<file path="src/rtl/serial_word_receiver_if.sv">
// Serial word receiver bus: serial bit side in, word handshake side out.
interface serial_word_receiver_if #(
  parameter int unsigned DATA_WIDTH = 8
);
  localparam int unsigned CNT_W = $clog2(DATA_WIDTH);

  logic                  bit_in;
  logic                  bit_valid;
  logic                  start;
  logic                  abort;
  logic                  word_ready;
  logic                  clear_overrun;
  logic [DATA_WIDTH-1:0] word_out;
  logic                  word_valid;
  logic                  busy;
  logic [CNT_W-1:0]      bit_count;
  logic                  overrun;

  // Producer / consumer side
  modport master (
    output bit_in, bit_valid, start, abort, word_ready, clear_overrun,
    input  word_out, word_valid, busy, bit_count, overrun
  );

  // Receiver side
  modport slave (
    input  bit_in, bit_valid, start, abort, word_ready, clear_overrun,
    output word_out, word_valid, busy, bit_count, overrun
  );
endinterface

</file>
<file path="src/rtl/serial_word_receiver.sv">
// Deserializes an MSB-first framed bit stream into words held in a
// one-entry valid/ready output buffer with a sticky overrun flag.
module serial_word_receiver #(
  parameter int unsigned DATA_WIDTH = 8
) (
  input  logic                  clk,
  input  logic                  reset,
  serial_word_receiver_if.slave sif
);
  localparam int unsigned CNT_W = $clog2(DATA_WIDTH);

  typedef enum logic {
    IDLE = 1'b0,
    RECV = 1'b1
  } state_e;

  state_e                state_q, state_d;
  logic [DATA_WIDTH-1:0] shift_q, shift_d;
  logic [CNT_W-1:0]      cnt_q, cnt_d;
  logic [DATA_WIDTH-1:0] word_q, word_d;
  logic                  valid_q, valid_d;
  logic                  ovr_q, ovr_d;

  logic                  handshake;
  logic                  complete;
  logic [DATA_WIDTH-1:0] shifted;

  assign handshake = valid_q && sif.word_ready;
  assign shifted   = {shift_q[DATA_WIDTH-2:0], sif.bit_in};

  // Frame control (abort > start > bit_valid), bit assembly and buffer update
  always_comb begin
    state_d  = state_q;
    shift_d  = shift_q;
    cnt_d    = cnt_q;
    word_d   = word_q;
    valid_d  = valid_q;
    ovr_d    = ovr_q;
    complete = 1'b0;

    if (sif.abort) begin
      state_d = IDLE;
      cnt_d   = '0;
      shift_d = '0;
    end else if (sif.start) begin
      state_d = RECV;
      if (sif.bit_valid) begin
        shift_d = DATA_WIDTH'(sif.bit_in);
        cnt_d   = CNT_W'(1);
      end else begin
        shift_d = '0;
        cnt_d   = '0;
      end
    end else if (state_q == RECV && sif.bit_valid) begin
      shift_d = shifted;
      if (cnt_q == CNT_W'(DATA_WIDTH - 1)) begin
        cnt_d    = '0;
        complete = 1'b1;
      end else begin
        cnt_d = cnt_q + CNT_W'(1);
      end
    end

    // A completed word needs a free or draining buffer, otherwise it is dropped
    if (complete) begin
      if (!valid_q || handshake) begin
        word_d  = shifted;
        valid_d = 1'b1;
      end else begin
        ovr_d = 1'b1;
      end
    end else if (handshake) begin
      valid_d = 1'b0;
    end

    if (sif.clear_overrun && !(complete && valid_q && !handshake)) begin
      ovr_d = 1'b0;
    end
  end

  // State and datapath registers
  always_ff @(posedge clk or negedge reset) begin
    if (!reset) begin
      state_q <= IDLE;
      shift_q <= '0;
      cnt_q   <= '0;
      word_q  <= '0;
      valid_q <= 1'b0;
      ovr_q   <= 1'b0;
    end else begin
      state_q <= state_d;
      shift_q <= shift_d;
      cnt_q   <= cnt_d;
      word_q  <= word_d;
      valid_q <= valid_d;
      ovr_q   <= ovr_d;
    end
  end

  assign sif.word_out   = word_q;
  assign sif.word_valid = valid_q;
  assign sif.busy       = (state_q == RECV);
  assign sif.bit_count  = cnt_q;
  assign sif.overrun    = ovr_q;

endmodule
</file>
<file path="src/flat_wrapper.sv">
// flat-port wrapper written by rule: the top's interface ports become plain ports
module serial_word_receiver_flat 
#(
  parameter int unsigned DATA_WIDTH = 8
)
  (clk, reset, sif_bit_in, sif_bit_valid, sif_start, sif_abort, sif_word_ready, sif_clear_overrun, sif_word_out, sif_word_valid, sif_busy, sif_bit_count, sif_overrun);
  serial_word_receiver_if #(.DATA_WIDTH(DATA_WIDTH)) sif_i ();
  input  logic clk;
  input  logic reset;
  input wire logic [$bits(sif_i.bit_in)-1:0] sif_bit_in;
  input wire logic [$bits(sif_i.bit_valid)-1:0] sif_bit_valid;
  input wire logic [$bits(sif_i.start)-1:0] sif_start;
  input wire logic [$bits(sif_i.abort)-1:0] sif_abort;
  input wire logic [$bits(sif_i.word_ready)-1:0] sif_word_ready;
  input wire logic [$bits(sif_i.clear_overrun)-1:0] sif_clear_overrun;
  output wire logic [$bits(sif_i.word_out)-1:0] sif_word_out;
  output wire logic [$bits(sif_i.word_valid)-1:0] sif_word_valid;
  output wire logic [$bits(sif_i.busy)-1:0] sif_busy;
  output wire logic [$bits(sif_i.bit_count)-1:0] sif_bit_count;
  output wire logic [$bits(sif_i.overrun)-1:0] sif_overrun;
  assign sif_i.bit_in = sif_bit_in;
  assign sif_i.bit_valid = sif_bit_valid;
  assign sif_i.start = sif_start;
  assign sif_i.abort = sif_abort;
  assign sif_i.word_ready = sif_word_ready;
  assign sif_i.clear_overrun = sif_clear_overrun;
  assign sif_word_out = sif_i.word_out;
  assign sif_word_valid = sif_i.word_valid;
  assign sif_busy = sif_i.busy;
  assign sif_bit_count = sif_i.bit_count;
  assign sif_overrun = sif_i.overrun;
  serial_word_receiver #(.DATA_WIDTH(DATA_WIDTH)) u_core (.clk(clk), .reset(reset), .sif(sif_i));
endmodule
</file>
<file path="config.mk">
export PLATFORM = sky130hd
export DESIGN_NAME = serial_word_receiver_flat
export DESIGN_NICKNAME = d
export VERILOG_FILES = /design/src/rtl/serial_word_receiver_if.sv /design/src/rtl/serial_word_receiver.sv /design/src/flat_wrapper.sv
export SDC_FILE = /design/constraint.sdc
export NUM_CORES = 1
export LEC_CHECK = 0
export BUFFER_PORTS_ARGS = -buffer_cell sky130_fd_sc_hd__buf_2
export CAP_MARGIN = 20
export CORE_MARGIN = 2
export CORE_UTILIZATION = 40
export DETAILED_ROUTE_END_ITERATION = 10
export SLEW_MARGIN = 20
export SYNTH_ARGS = -nofsm -noshare
export SYNTH_HDL_FRONTEND = slang
export SYNTH_SLANG_ARGS = --single-unit
</file>
<file path="constraint.sdc">
create_clock -name clk -period 1.5 [get_ports clk]
set_clock_uncertainty 0.1 [all_clocks]
set_input_delay 0.3 -clock clk [delete_from_list [all_inputs] [get_ports clk]]
set_output_delay 0.3 -clock clk [all_outputs]
set_load 0.02 [all_outputs]
</file>
==> impl_metrics.toml <==
[yosys]
synthArstFlopShare = 1.00
synth_edf_count = 0
ys_types = 19
ys_seq_area_frac = 0.575
ys_ff_latch = 21
synth_nets = 88
synth_ff_type = "dfrtp_1"
syn_inst = 78
syn_area_per_cell_um2 = 11.7
yosys_warnings = 0
netlist_area_um2 = 915

[worst_setup_path]
crit_path_start_kind = "flip-flop"
path_buf_inv = 0
path_delay_family = "flip-flops"
required_ns = 1.60
worst_ep_arrival_time_ns = 1.59
path_class = "reg2reg"
crit_slowest_cell = "dfrtp_2"
worst-path-max-fanout = 8
cpMostUsedCell = "ha_4"
cp-end-kind = "flip-flop"
path_cells = "ha_4 > ha_4 > and4_4 > mux2_4"
reg2reg_setup_slack_ns = 0.01
worstRegToRegCells = 4
r2r_start = "u_core.sif.bit_count[1]$_DFFE_PN0P_"
r2r_end = "u_core.sif.word_out[7]$_DFFE_PN0P_"
slowest_delay_ns = 0.40

[route]
drt_iter0_drc = 4
drt_wl_total_um = 1740
dr.pass1.iters = 5
num_vias = 658
postRouteAntennaNets = 0
vias_per_cell = 4.84
avgRoutedWirePerCell_um = 12.8
drc = 0

[timing]
slew_headroom = 0.695
whs_ns = 0.0718
tightest_slew_ns = 0.457
period_needed_ns = 1.49
fmax_ghz = 0.673
slew_violations = 0
finalSetupViolCount = 0
finalCritPeriodShare = 0.991
tns_ns = 0
rsz0062_at_grt = "yes"
hold_viol_final = 0

[floorplanning]
initial_utilization = 0.417
dieArea_um2 = 2690
row_count = 17
die_y_um = 51.8
coreArea_um2 = 2190
dieWidth_um = 51.8
pin_count = 22

[power]
leakagePower_nw = 0.563
finalPower_mw = 0.930
p_per_area_nw_per_um2 = 814
peakVddDrop_v = 0.000493

[grt]
overflow = 0
grt_max_degree = 22
grt_pass1_vias = 637
track_usage = 0.150
antenna_found_initial = 0
grt_first_pass_wirelength_um = 2900

[worst_hold_path]
min_from = "sif_clear_overrun"
hold_end = "u_core.sif.overrun$_DFFE_PN0P_"
whs_path_depth = 2
hold_path.class = "in2reg"

[cells_and_area]
final_nets = 119
syn_to_final_growth_pct = 24.9
seq_area_um2 = 529
drive_gt1_frac = 0.444
nFillCells = 200
antenna_cells = 0
multi_input_area_um2 = 380

[clock_tree]
cts_buffers = 3
cts_num_sinks = 21
max-clock-path-buffers = 2
cts_root_buffer = "clkbuf_4"
cts_tree = "done"
htreeDepth = 1
cts.clk_slew.worst_paths_ns = 0.12
clock_latency_ns = 0.30

[placed_design]
dp_hpwl_um = 1310
routabilityCongestion = 0.717
numPortBuffers = 21

[job]
cap_viol_max_count = 0

[run_status]
status = "complete, no violations"
## per-layer routing
| metal | global-route usage | vias up | part of all wire |
|---|---|---|---|
| met5 | 0 | - | 0 |
| met4 | 0.0789 | 0 | 0.022 |
| met3 | 0.0259 | 4 | 0.024 |
| met2 | 0.230 | 11 | 0.48 |
| met1 | 0.202 | 320 | 0.47 |
| li1 | - | 323 | - |
## cell usage in the layout, fill, tap and decap left out, types with 2 or more instances in the layout
master / count
nor2_1: 3
buf_4: 7
buf_2: 21
mux2_4: 8
dfrtp_1: 18
nand2_1: 20
clkbuf_4: 3
dfrtp_2: 3
a21oi_1: 11
ha_4: 2
## final cells by class
cell class,count,share of cell area
sequential,21,0.463
timing repair buffer,29,0.147
clock buffer,4,0.0230
inverter,1,0.00329
multi-input combinational,53,0.333
tap,28,0.0307
## synthesized netlist by cell type, types with 2 or more instances
cell type / count / area share
a21oi_1: 11 / 0.060
nand2_1: 20 / 0.082
dfrtp_1: 21 / 0.57
mux2_4: 8 / 0.13
ha_1: 2 / 0.027
nor2_1: 3 / 0.012
## sequential cells by signal, indices dropped and copies added, names as in the netlist
signal / count
u_core.sif.busy: 1
u_core.sif.word_out: 8
u_core.sif.word_valid: 1
u_core.sif.overrun: 1
u_core.sif.bit_count: 3
u_core.shift_q: 7
## cells by family (layout without fill, tap and decap cells)
kind of cell / count (synthesis) / count (layout) / share of synthesized area
flip-flops: 21 / 21 / 0.575
buffers and inverters: 4 / 34 / 0.0424
multiplexers: 8 / 8 / 0.131
AO/OA/AOI/OAI: 14 / 14 / 0.0807
AND/OR/NAND/NOR: 29 / 29 / 0.144
adder cells (fa/ha/maj): 2 / 2 / 0.0274
## worst max-delay path by stage
stage,depth (start not counted),slack (ns),from,to
6_report,4,0.01,u_core.sif.bit_count[1]$_DFFE_PN0P_,u_core.sif.word_out[7]$_DFFE_PN0P_
5_1_grt,4,-0.04,u_core.sif.bit_count[1]$_DFFE_PN0P_,u_core.sif.word_out[7]$_DFFE_PN0P_
4_1_cts,4,-0.005,u_core.sif.bit_count[1]$_DFFE_PN0P_,u_core.sif.word_out[7]$_DFFE_PN0P_
3_5_place_dp,4,0.006,u_core.sif.bit_count[1]$_DFFE_PN0P_,u_core.sif.word_out[7]$_DFFE_PN0P_
3_3_place_gp,4,0.03,u_core.sif.bit_count[1]$_DFFE_PN0P_,u_core.sif.word_out[5]$_DFFE_PN0P_
2_1_floorplan,5,-0.07,u_core.sif.busy$_DFFE_PN0P_,u_core.sif.word_out[0]$_DFFE_PN0P_
## power by group
part           total (mW)  switching [mW]  internal, mW
Combinational      0.0763          0.0452        0.0311
Sequential          0.576         0.00432         0.572
Clock               0.277           0.174         0.104
## through the flow
stage | util | setup WS (ns) | instance area [um^2] | std cells
6_report | 0.521 | 0.0139 | 1140 | 136
5_1_grt | 0.521 | -0.0437 | 1140 | 136
4_1_cts | 0.519 | -0.00510 | 1140 | 136
3_5_place_dp | 0.499 | 0.00623 | 1090 | 130
3_3_place_gp | 0.499 | 0.0349 | 1090 | 130
2_1_floorplan | - | -0.0696 | 943 | 78
## what timing repair did
item                       CTS  global route
hold endpoints to repair    21             0
gates resized for setup      0             2
setup buffers                1             0
hold buffers                 1             0
setup endpoints to repair    8             9
cloned                       0             0
pin swaps                    0             1
(Power assumes the default switching activity.)
